**src/rtl/fetch_pc_controller.sv**
```systemverilog
// fetch_pc_controller
// PC sequencer for a two-wide fetch stage. It applies static backward-taken /
// forward-not-taken prediction to the bundle at pc and registers that bundle
// into the IF/ID register. It also handles decode stalls and execute-stage
// redirects, and inserts FLUSH_CYCLES bubbles after each redirect.

module fetch_pc_controller #(
  parameter logic [31:0] RESET_PC     = 32'h0000_0000,
  parameter int unsigned FLUSH_CYCLES = 1
) (
  input  logic             clk,
  input  logic             rst,
  input  logic             stall,
  input  logic             redirect_valid,
  input  logic [31:0]      redirect_pc,
  input  logic [1:0]       branch_en,
  input  logic [1:0][31:0] imm,
  output logic [31:0]      pc,
  output logic [1:0]       fd_valid,
  output logic [31:0]      fd_pc,
  output logic [1:0]       fd_pred_taken,
  output logic [31:0]      fd_pred_target
);

  typedef enum logic [0:0] {
    ST_RUN   = 1'b0,
    ST_FLUSH = 1'b1
  } state_t;

  localparam logic [3:0] FLUSH_INIT_C = 4'(FLUSH_CYCLES);

  state_t      state_r;
  state_t      state_next_s;
  logic [3:0]  flush_cnt_r;
  logic [3:0]  flush_cnt_next_s;

  logic [31:0] pc_r;
  logic [31:0] pc_next_s;
  logic [1:0]  fd_valid_r;
  logic [1:0]  fd_valid_next_s;
  logic [31:0] fd_pc_r;
  logic [31:0] fd_pc_next_s;
  logic [1:0]  fd_pred_taken_r;
  logic [1:0]  fd_pred_taken_next_s;
  logic [31:0] fd_pred_target_r;
  logic [31:0] fd_pred_target_next_s;

  logic        taken0_s;
  logic        taken1_s;
  logic        s1_valid_s;
  logic [31:0] target_s;
  logic [31:0] seq_next_s;

  // Prediction: a slot is taken when its branch points backward; slot 0 shadows slot 1.
  always_comb begin
    taken0_s   = branch_en[0] & imm[0][31];
    taken1_s   = 1'b0;
    s1_valid_s = 1'b1;
    target_s   = 32'h0000_0000;
    seq_next_s = pc_r + 32'd8;
    if (taken0_s) begin
      s1_valid_s = 1'b0;
      target_s   = pc_r + imm[0];
      seq_next_s = target_s;
    end else if (branch_en[1] & imm[1][31]) begin
      taken1_s   = 1'b1;
      target_s   = pc_r + 32'd4 + imm[1];
      seq_next_s = target_s;
    end else begin
      taken1_s   = 1'b0;
    end
  end

  // Control state register: RUN/FLUSH and the bubble counter.
  always_ff @(posedge clk) begin
    if (rst) begin
      state_r     <= ST_RUN;
      flush_cnt_r <= 4'd0;
    end else begin
      state_r     <= state_next_s;
      flush_cnt_r <= flush_cnt_next_s;
    end
  end

  // Next-state logic: a redirect restarts the bubble count from any state.
  always_comb begin
    state_next_s     = state_r;
    flush_cnt_next_s = flush_cnt_r;
    if (redirect_valid) begin
      if (FLUSH_INIT_C != 4'd0) begin
        state_next_s     = ST_FLUSH;
        flush_cnt_next_s = FLUSH_INIT_C;
      end else begin
        state_next_s     = ST_RUN;
        flush_cnt_next_s = 4'd0;
      end
    end else begin
      case (state_r)
        ST_RUN: begin
          state_next_s     = ST_RUN;
          flush_cnt_next_s = 4'd0;
        end
        ST_FLUSH: begin
          // A count of 0 is unreachable in FLUSH. It is treated like the last bubble so that the FSM cannot stick.
          if (flush_cnt_r <= 4'd1) begin
            state_next_s     = ST_RUN;
            flush_cnt_next_s = 4'd0;
          end else begin
            state_next_s     = ST_FLUSH;
            flush_cnt_next_s = flush_cnt_r - 4'd1;
          end
        end
        default: begin
          state_next_s     = ST_RUN;
          flush_cnt_next_s = 4'd0;
        end
      endcase
    end
  end

  // Datapath next values: the fetch PC and the IF/ID register contents.
  always_comb begin
    pc_next_s             = pc_r;
    fd_valid_next_s       = fd_valid_r;
    fd_pc_next_s          = fd_pc_r;
    fd_pred_taken_next_s  = fd_pred_taken_r;
    fd_pred_target_next_s = fd_pred_target_r;
    if (redirect_valid) begin
      // A redirect drops any bundle held by a stall. The two low bits are forced to 0 so that pc stays word-aligned.
      pc_next_s            = {redirect_pc[31:2], 2'b00};
      fd_valid_next_s      = 2'b00;
      fd_pred_taken_next_s = 2'b00;
    end else begin
      case (state_r)
        ST_RUN: begin
          if (!stall) begin
            pc_next_s             = seq_next_s;
            fd_valid_next_s       = {s1_valid_s, 1'b1};
            fd_pc_next_s          = pc_r;
            fd_pred_taken_next_s  = {taken1_s, taken0_s};
            fd_pred_target_next_s = target_s;
          end else begin
            pc_next_s             = pc_r;
          end
        end
        ST_FLUSH: begin
          fd_valid_next_s = 2'b00;
        end
        default: begin
          fd_valid_next_s = 2'b00;
        end
      endcase
    end
  end

  // Datapath registers: pc and the IF/ID pipeline register.
  always_ff @(posedge clk) begin
    if (rst) begin
      pc_r             <= RESET_PC;
      fd_valid_r       <= 2'b00;
      fd_pc_r          <= 32'h0000_0000;
      fd_pred_taken_r  <= 2'b00;
      fd_pred_target_r <= 32'h0000_0000;
    end else begin
      pc_r             <= pc_next_s;
      fd_valid_r       <= fd_valid_next_s;
      fd_pc_r          <= fd_pc_next_s;
      fd_pred_taken_r  <= fd_pred_taken_next_s;
      fd_pred_target_r <= fd_pred_target_next_s;
    end
  end

  assign pc             = pc_r;
  assign fd_valid       = fd_valid_r;
  assign fd_pc          = fd_pc_r;
  assign fd_pred_taken  = fd_pred_taken_r;
  assign fd_pred_target = fd_pred_target_r;

endmodule

```
**config.mk**
```make
export PLATFORM = sky130hd
export DESIGN_NAME = fetch_pc_controller
export DESIGN_NICKNAME = d
export VERILOG_FILES = /design/src/rtl/fetch_pc_controller.sv
export SDC_FILE = /design/constraint.sdc
export NUM_CORES = 1
export LEC_CHECK = 0
export BUFFER_PORTS_ARGS = -buffer_cell sky130_fd_sc_hd__buf_2
export CAP_MARGIN = 40
export CORE_ASPECT_RATIO = 1.4
export CORE_MARGIN = 5
export CORE_UTILIZATION = 60
export DETAILED_ROUTE_END_ITERATION = 6
export PLACE_DENSITY = 0.95
export SKIP_CTS_REPAIR_TIMING = 1
export SLEW_MARGIN = 20
export SYNTH_ARGS = -nofsm -noshare
export SYNTH_HDL_FRONTEND = slang
export SYNTH_SLANG_ARGS = --single-unit
```
**constraint.sdc**
```tcl
create_clock -name clk -period 4.5 [get_ports clk]
set_input_delay 0.675 -clock clk [delete_from_list [all_inputs] [get_ports clk]]
set_output_delay 0.675 -clock clk [all_outputs]
set_load 0.1 [all_outputs]
```
==> results of run 1 <==
-- cells in the final DEF (no fill, tap or decap), drive strengths merged, types with 10 or more instances in the layout --
| cell type | n |
|---|---|
| xor2 | 24 |
| a211oi | 46 |
| and3 | 17 |
| nand3 | 32 |
| a221oi | 17 |
| nor2 | 97 |
| a21oi | 127 |
| dfxtp | 105 |
| a31oi | 10 |
| inv | 32 |
| buf | 229 |
| o21ai | 68 |
| a22oi | 11 |
| nor3 | 38 |
| a21o | 19 |
| nand4 | 13 |
| o211ai | 12 |
| o21a | 14 |
| ha | 95 |
| xnor2 | 36 |
| o31ai | 10 |
| nand2 | 156 |
| or3 | 18 |
| clkbuf | 10 |
-- kinds of logic (layout without fill, tap and decap cells) --
group | Yosys count | in the layout | share of synthesized area, %
compound gates | 400 | 400 | 30.1
xor+xnor | 60 | 60 | 5.93
flops | 105 | 105 | 23.7
buf+inv | 96 | 275 | 4.19
mux | 5 | 5 | 0.564
fa+ha+maj | 97 | 97 | 13.9
simple gates | 414 | 414 | 21.7
-- sequential cells by signal, summed over array words and instances, names as in the netlist, named ones only --
| name | count |
|---|---|
| fd_pc | 32 |
| fd_pred_taken | 2 |
| fd_pred_target | 32 |
| fd_valid | 2 |
| flush_cnt_r | 4 |
| pc | 30 |
| state_r | 1 |
-- metrics by stage --
stage          cells  total power, mW  hold WS [ns]  utilization, %  instance area (um^2)
6_report        1545             3.37         0.452            71.7                 10400
3_5_place_dp    1528             2.57         0.445            69.6                 10100
4_1_cts         1544             3.33         0.455            71.6                 10400
3_3_place_gp    1527             2.54         0.438            69.5                 10100
5_1_grt         1545             3.51         0.472            71.7                 10400
2_1_floorplan   1177             2.17         0.461               -                  8870
-- area by class of cell --
class / instances / area (um^2) / area share, %
Clock buffer: 10 / 239 / 2.30
Multi-Input combinational cell: 976 / 6410 / 61.6
Tap cell: 189 / 236 / 2.27
Sequential cell: 105 / 2100 / 20.2
Timing Repair Buffer: 229 / 1260 / 12.1
Inverter: 30 / 113 / 1.08
Clock inverter: 6 / 50.0 / 0.481
-- final timing paths --
kind / start / to / slack (ns)
worst max-delay path: flop / pc[31] / 0.85
worst min-delay path: fd_pc[21] / fd_pc[21] / 0.45
worst max register to register: flop / pc[31] / 0.85
worst min register to register: fd_pc[21] / fd_pc[21] / 0.45
-- report_power, final --
part | leakage, nW | internal, mW | switching, mW
Clock | 0.141 | 0.398 | 0.380
Combinational | 3.65 | 0.458 | 1.09
Sequential | 0.860 | 0.981 | 0.0685
-- worst max-delay path, delay by kind of cell, from the launching register on --
family	cells	cell delay (ns)
AOI/OAI and AO/OA	7	1.82
DFF	1	0.46
adders and majority gates	3	0.97
muxes	1	0.26
-- layer usage --
| layer | wire length [um] | track usage [%] | vias up | part of all wire, % |
|---|---|---|---|---|
| li1 | - | - | 4701 | - |
| met1 | 11900 | 42.6 | 4640 | 35 |
| met2 | 15900 | 62.8 | 700 | 47 |
| met3 | 3090 | 6.45 | 179 | 9.1 |
| met4 | 3010 | 27.3 | 0 | 8.9 |
| met5 | 0 | 0 | - | 0 |
==> summary.md, run 1 <==
| Metric | Value |
|---|---|
| Fin. Hold Viols | 0 |
| Ports | 202 |
| Initial Util | between 60% and 70% |
| Die height | ~150 um |
| Hold-critical path depth | 2 |
| Die width | approximately 110 um |
| Crit path kind | reg2reg |
| WL/cell | 22.0 um |
| Number of remaining DRC errors | 0 |
| Htree depth | 3 |
| Port Buf Inserts | 199 |
| Router iterations before antenna repair | 6 |
| GRT Util Overall | a little under two fifths |
| Longest Clk Path Bufs | 2 |
| Nets | approximately 1,600 |
| Sequential-to-total area share from yosys stat | between 20% and 30% |
| Placer Congestion | between 1 and 1.5 |
| Die area | approximately 17,000 um^2 |
| Area Overhead vs Synth | 17.4% |
| Pwr per Cell Area | between 300 and 400 nW/um^2 |
| Root Buffer | clkbuf_16 |
| Cell taking the most area after synthesis | dfxtp_1 |
| Share of cells above drive strength 1 | 20.1% |
| Synth Register Bits | 105 |
| Core area | ~15,000 um^2 |
| Worst path max stage delay | 0.46 ns |
| Crit path cell chain | ha_1 > ha_1 > fa_1 > a211oi_1 > o211ai_2 > a31oi_1 > o211ai_1 > a41oi_1 > mux2i_1 > a21boi_1 > a21oi_1 |
| Worst slew pin tran | approximately 0.80 ns |
| Initial antenna violation count | 0 |
| Largest net degree at the start of global routing | 51 |
| Peak VDD IR | around 0.00021 V |
| Cells after synthesis | 1,177 |
| Synth async-reset ratio | 0% |
| Post-route ant nets | 0 |
| Count leader, synth | nand2_1 |
| Via-to-Cell Ratio | about 6.6 |
| Worst Slack Setup Final | ~0.85 ns |
| DRT iter0 DRCs | roughly 1,200 |
| Final Skew | approximately 0.019 ns |
| Clock Sinks | approximately 110 |
| Grt total ovfl | 0 |
| Hold Crit Class | reg2reg |
| Crit path launch type | flop |
| Site Rows | between 50 and 60 |
| Ys flop type | dfxtp_1 |
| Post-synth EDFFs | 0 |
| Worst slew margin | roughly 47% |
| CP required | roughly 4.7 ns |
| Synth unique cells | 75 |
| Fillers | between 1,000 and 1,500 |
| Max Slew Vio Count | 0 |
| HPWL after DPL | between 20,000 and 30,000 um |
| Status | complete, no violations |
| Final setup TNS | 0 ns |
| Crit-path most repeated cell | ha_1 |
| Fmax | around 0.27 GHz |
| Clock Latency Late Sink | between 0.3 and 0.4 ns |
| Ant diodes | 0 |
| Top cell type's share of synthesized area | 23.7% |
| Syn_nets | about 1,400 |
| Tcrit/Tclk final | approximately four fifths |
| CTS tree | built |
| Most frequent cells after synthesis | nand2_1, a21oi_1, dfxtp_1 |
| Final setup viols | 0 |
| Syn Area/Cell | between 7 and 8 um^2 |
| P_leak | about 4.6 nW |
| Routed WL | 33,900 um |
| Max cap viols | 0 |
| CP max stage cell | dfxtp_1 |
| Setup slack at placement | ~0.54 ns |
| Mapped Area | roughly 9000 um^2 |
| CP Capture Type | flop |
| Reg2reg path depth | 11 |
| Area contributors post-synth | dfxtp_1, ha_1, a21oi_1, nand2_1, nor2_1 |
| RSZ-0062 raised after global routing | no |
| Clk slew on worst S/H paths | ~0.080 ns |
| Total of warnings raised by yosys | 0 |
| Total CTS buffers | 9 |
| Vias in the first global route | about 9,800 |
| Worst Path Arrival | about 3.9 ns |
| Detailed-route via count | around 10,000 |
| First-pass GRT wire length | 52,300 um |
| Final min period | around 3.7 ns |
| CP Max Fanout | 6 |
Power figures use the tool's default switching activity.
==> run 2: changes to the inputs <==
- ABC_AREA: not set -> 1
- CORE_UTILIZATION: 60 -> 52
- PLACE_DENSITY: 0.95 -> 0.9
- clock period: 4.5 -> 3.1 ns (I/O delays scaled with it)
==> summary.md, run 2 <==
| Metric | Value |
|---|---|
| Area Overhead vs Synth | 17.2% |
| Pwr per Cell Area | between 400 and 500 nW/um^2 |
| Placed Cells | approximately 2,200 |
| Crit-path most repeated cell | nand3_1 |
| Post-synth EDFFs | 0 |
| CP Max Fanout | 5 |
| First-pass GRT wire length | 60,400 um |
| Crit path cell chain | ha_1 > ha_1 > fa_1 > nand3_1 > nand3_1 > nand3_1 > nand3_1 > nand2_1 > nand2_1 > nand2_1 > nand3_1 > nand3_1 > nand2_1 > a21oi_1 |
| Reg2reg path depth | 14 |
| Post-route ant nets | 0 |
| Placer Congestion | ~1.1 |
| Worst Path Buf+Inv | 0 |
| Ports | approximately 200 |
| Core area | around 19,000 um^2 |
| Sequential power share | 30.5% |
| Worst slew margin | 52.2% |
| Fmax | about 0.35 GHz |
| Htree depth | 3 |
| R2r setup slk | ~0.28 ns |
| Status | complete, no violations |
| Crit path kind | reg2reg |
| Worst Path Arrival | a little over 3 ns |
| Mapped Area | between 10,000 and 15,000 um^2 |
| CP max stage cell | fa_1 |
| Final hold slack | around 0.40 ns |
| Port Buf Inserts | a little under 200 |
| Sequential-to-total area share from yosys stat | about a fifth |
| Root Buffer | clkbuf_16 |
| Commonest cells after routing, fill and taps aside | nand2_1, inv_1, buf_2 |
| Register area | around 2100 um^2 |
| Synth Register Bits | approximately 110 |
| Final Skew | about 0.014 ns |
| Ys flop type | dfxtp_1 |
| Total CTS buffers | 9 |
| Vias in the first global route | between 10,000 and 15,000 |
| Syn Area/Cell | approximately 5.9 um^2 |
| P_leak | roughly 6.7 nW |
| Via-to-Cell Ratio | around 5.4 |
| Critical R2R Capture | pc[29] |
| Final min period | approximately 2.8 ns |
| Top cell type's share of synthesized area | between 20% and 30% |
| Detailed-route via count | around 12,000 |
| Initial antenna violation count | 0 |
| Area of the multi-input gates | 6850 um^2 |
| Longest Clk Path Bufs | 2 |
| HPWL after DPL | around 33,000 um |
| Syn_nets | 1,928 |
| Final setup TNS | 0 ns |
| Fin. Hold Viols | 0 |
| Hold path start | redirect_pc[2] |
| Max Slew Vio Count | 0 |
| Hold Crit Class | in2reg |
| Most frequent cells after synthesis | nand2_1, inv_1, a21oi_1 |
| Max cap viols | 0 |
| Hold-critical path depth | 3 |
| Clock Latency Late Sink | about 0.36 ns |
| CP required | 3.39 ns |
| Area contributors post-synth | dfxtp_1, nand2_1, ha_1, inv_1, a21oi_1 |
| Largest net degree at the start of global routing | 60 |
| Nets | 2,141 |
| Commonest non-fill, non-tap cell in the layout | nand2_1 |
| CP Capture Type | flop |
| Die area | 22,600 um^2 |
| Worst slew pin tran | 0.716 ns |
| Tcrit/Tclk final | around nine tenths |
| Die width | about 130 um |
| Ant diodes | 0 |
| Cells after synthesis | between 1,500 and 2,000 |
| Share of cells above drive strength 1 | 16.3% |
| Number of remaining DRC errors | 0 |
| WL/cell | about 18 um |
| Peak VDD IR | between 0.0003 and 0.0004 V |
| RSZ-0062 raised after global routing | no |
| WHS Endpoint | pc[2] |
| Site Rows | 60 |
| DRT iter0 DRCs | roughly 960 |
| Synth unique cells | between 50 and 60 |
| Crit path launch type | flop |
| Grt total ovfl | 0 |
| Sw Ratio | between 40% and 50% |
| Synth async-reset ratio | 0% |
| Clk slew on worst S/H paths | about 0.08 ns |
| GRT Util Overall | roughly 34% |
| P_sw | 2.33 mW |
| Final setup viols | 0 |
| Total of warnings raised by yosys | 0 |
| Final std cells w/o fill | approximately 2,200 |
| Combinational share of power | between 40% and 50% |
| Die height | approximately 180 um |
| CTS tree | built |
| Initial Util | ~53% |
| Router iterations before antenna repair | 6 |
| Cell taking the most area after synthesis | dfxtp_1 |
| Clock Sinks | 105 |
| Routed WL | approximately 40,000 um |
| Pint | about 2.6 mW |
| Clock group share of total power | 23.0% |
| Fillers | 1,931 |
| Worst path max stage delay | 0.47 ns |
| Count leader, synth | nand2_1 |
| CP delay by family, top | simple AND/OR/NAND/NOR gates |
## run 2: per-stage QoR
step,setup slack [ns],power [mW],util [%],cell area [um^2]
final,0.281,4.95,62.1,12000
after floorplan,0.0461,3.19,-,10200
after detailed placement,0.123,3.81,60.6,11700
after global placement,0.182,3.77,60.6,11700
after CTS,0.252,4.93,62.1,12000
after global routing,0.0632,5.21,62.1,12000
## run 2: per-layer routing
| layer | track usage, % | up-vias | part of all wire [%] |
|---|---|---|---|
| li1 | - | 5962 | - |
| met1 | 39.0 | 5306 | 36 |
| met2 | 58.5 | 534 | 47 |
| met3 | 4.11 | 133 | 7.3 |
| met4 | 24.7 | 0 | 9.2 |
| met5 | 0 | - | 0 |
## run 2: cells by family after synthesis
family,Yosys count,synth area share (%)
simple gates,897,38.3
fa+ha+maj,97,12.0
buf+inv,332,12.5
flops,105,20.6
xor+xnor,23,1.97
compound gates,275,14.7
## run 2: power groups by stage
stage          logic, mW  clock network [mW]  registers (mW)
2_1_floorplan       1.07                   0            2.11
3_3_place_gp        2.24                   0            1.54
3_5_place_dp        2.27                   0            1.54
4_1_cts             2.28                1.14            1.51
5_1_grt             2.49                1.20            1.52
6_report            2.30                1.14            1.51
## run 2: worst max path at each step
stage	start	to	slack, ns	cells past startpoint
after global routing	flop	pc[25]	0.06	16
after detailed placement	imm[33]	pc[25]	0.12	17
after CTS	flop	pc[25]	0.25	16
final	flop	pc[29]	0.28	14
after global placement	imm[33]	pc[25]	0.18	17
after floorplan	flop	pc[9]	0.05	12
## run 2: cell type report
| type | instances | area share, % |
|---|---|---|
| sequential | 105 | 17.6 |
| tap | 248 | 2.59 |
| timing repair buffer | 243 | 11.1 |
| multi-input combinational | 1292 | 57.2 |
| clock buffer | 10 | 1.99 |
| clock inverter | 6 | 0.501 |
| inverter | 291 | 9.14 |
## run 2: worst min-delay path, delay by kind of cell
kind	cells	cell delay, ns
buffers and inverters	1	0.10
AO/OA/AOI/OAI	1	0.08
AND/OR/NAND/NOR	1	0.07
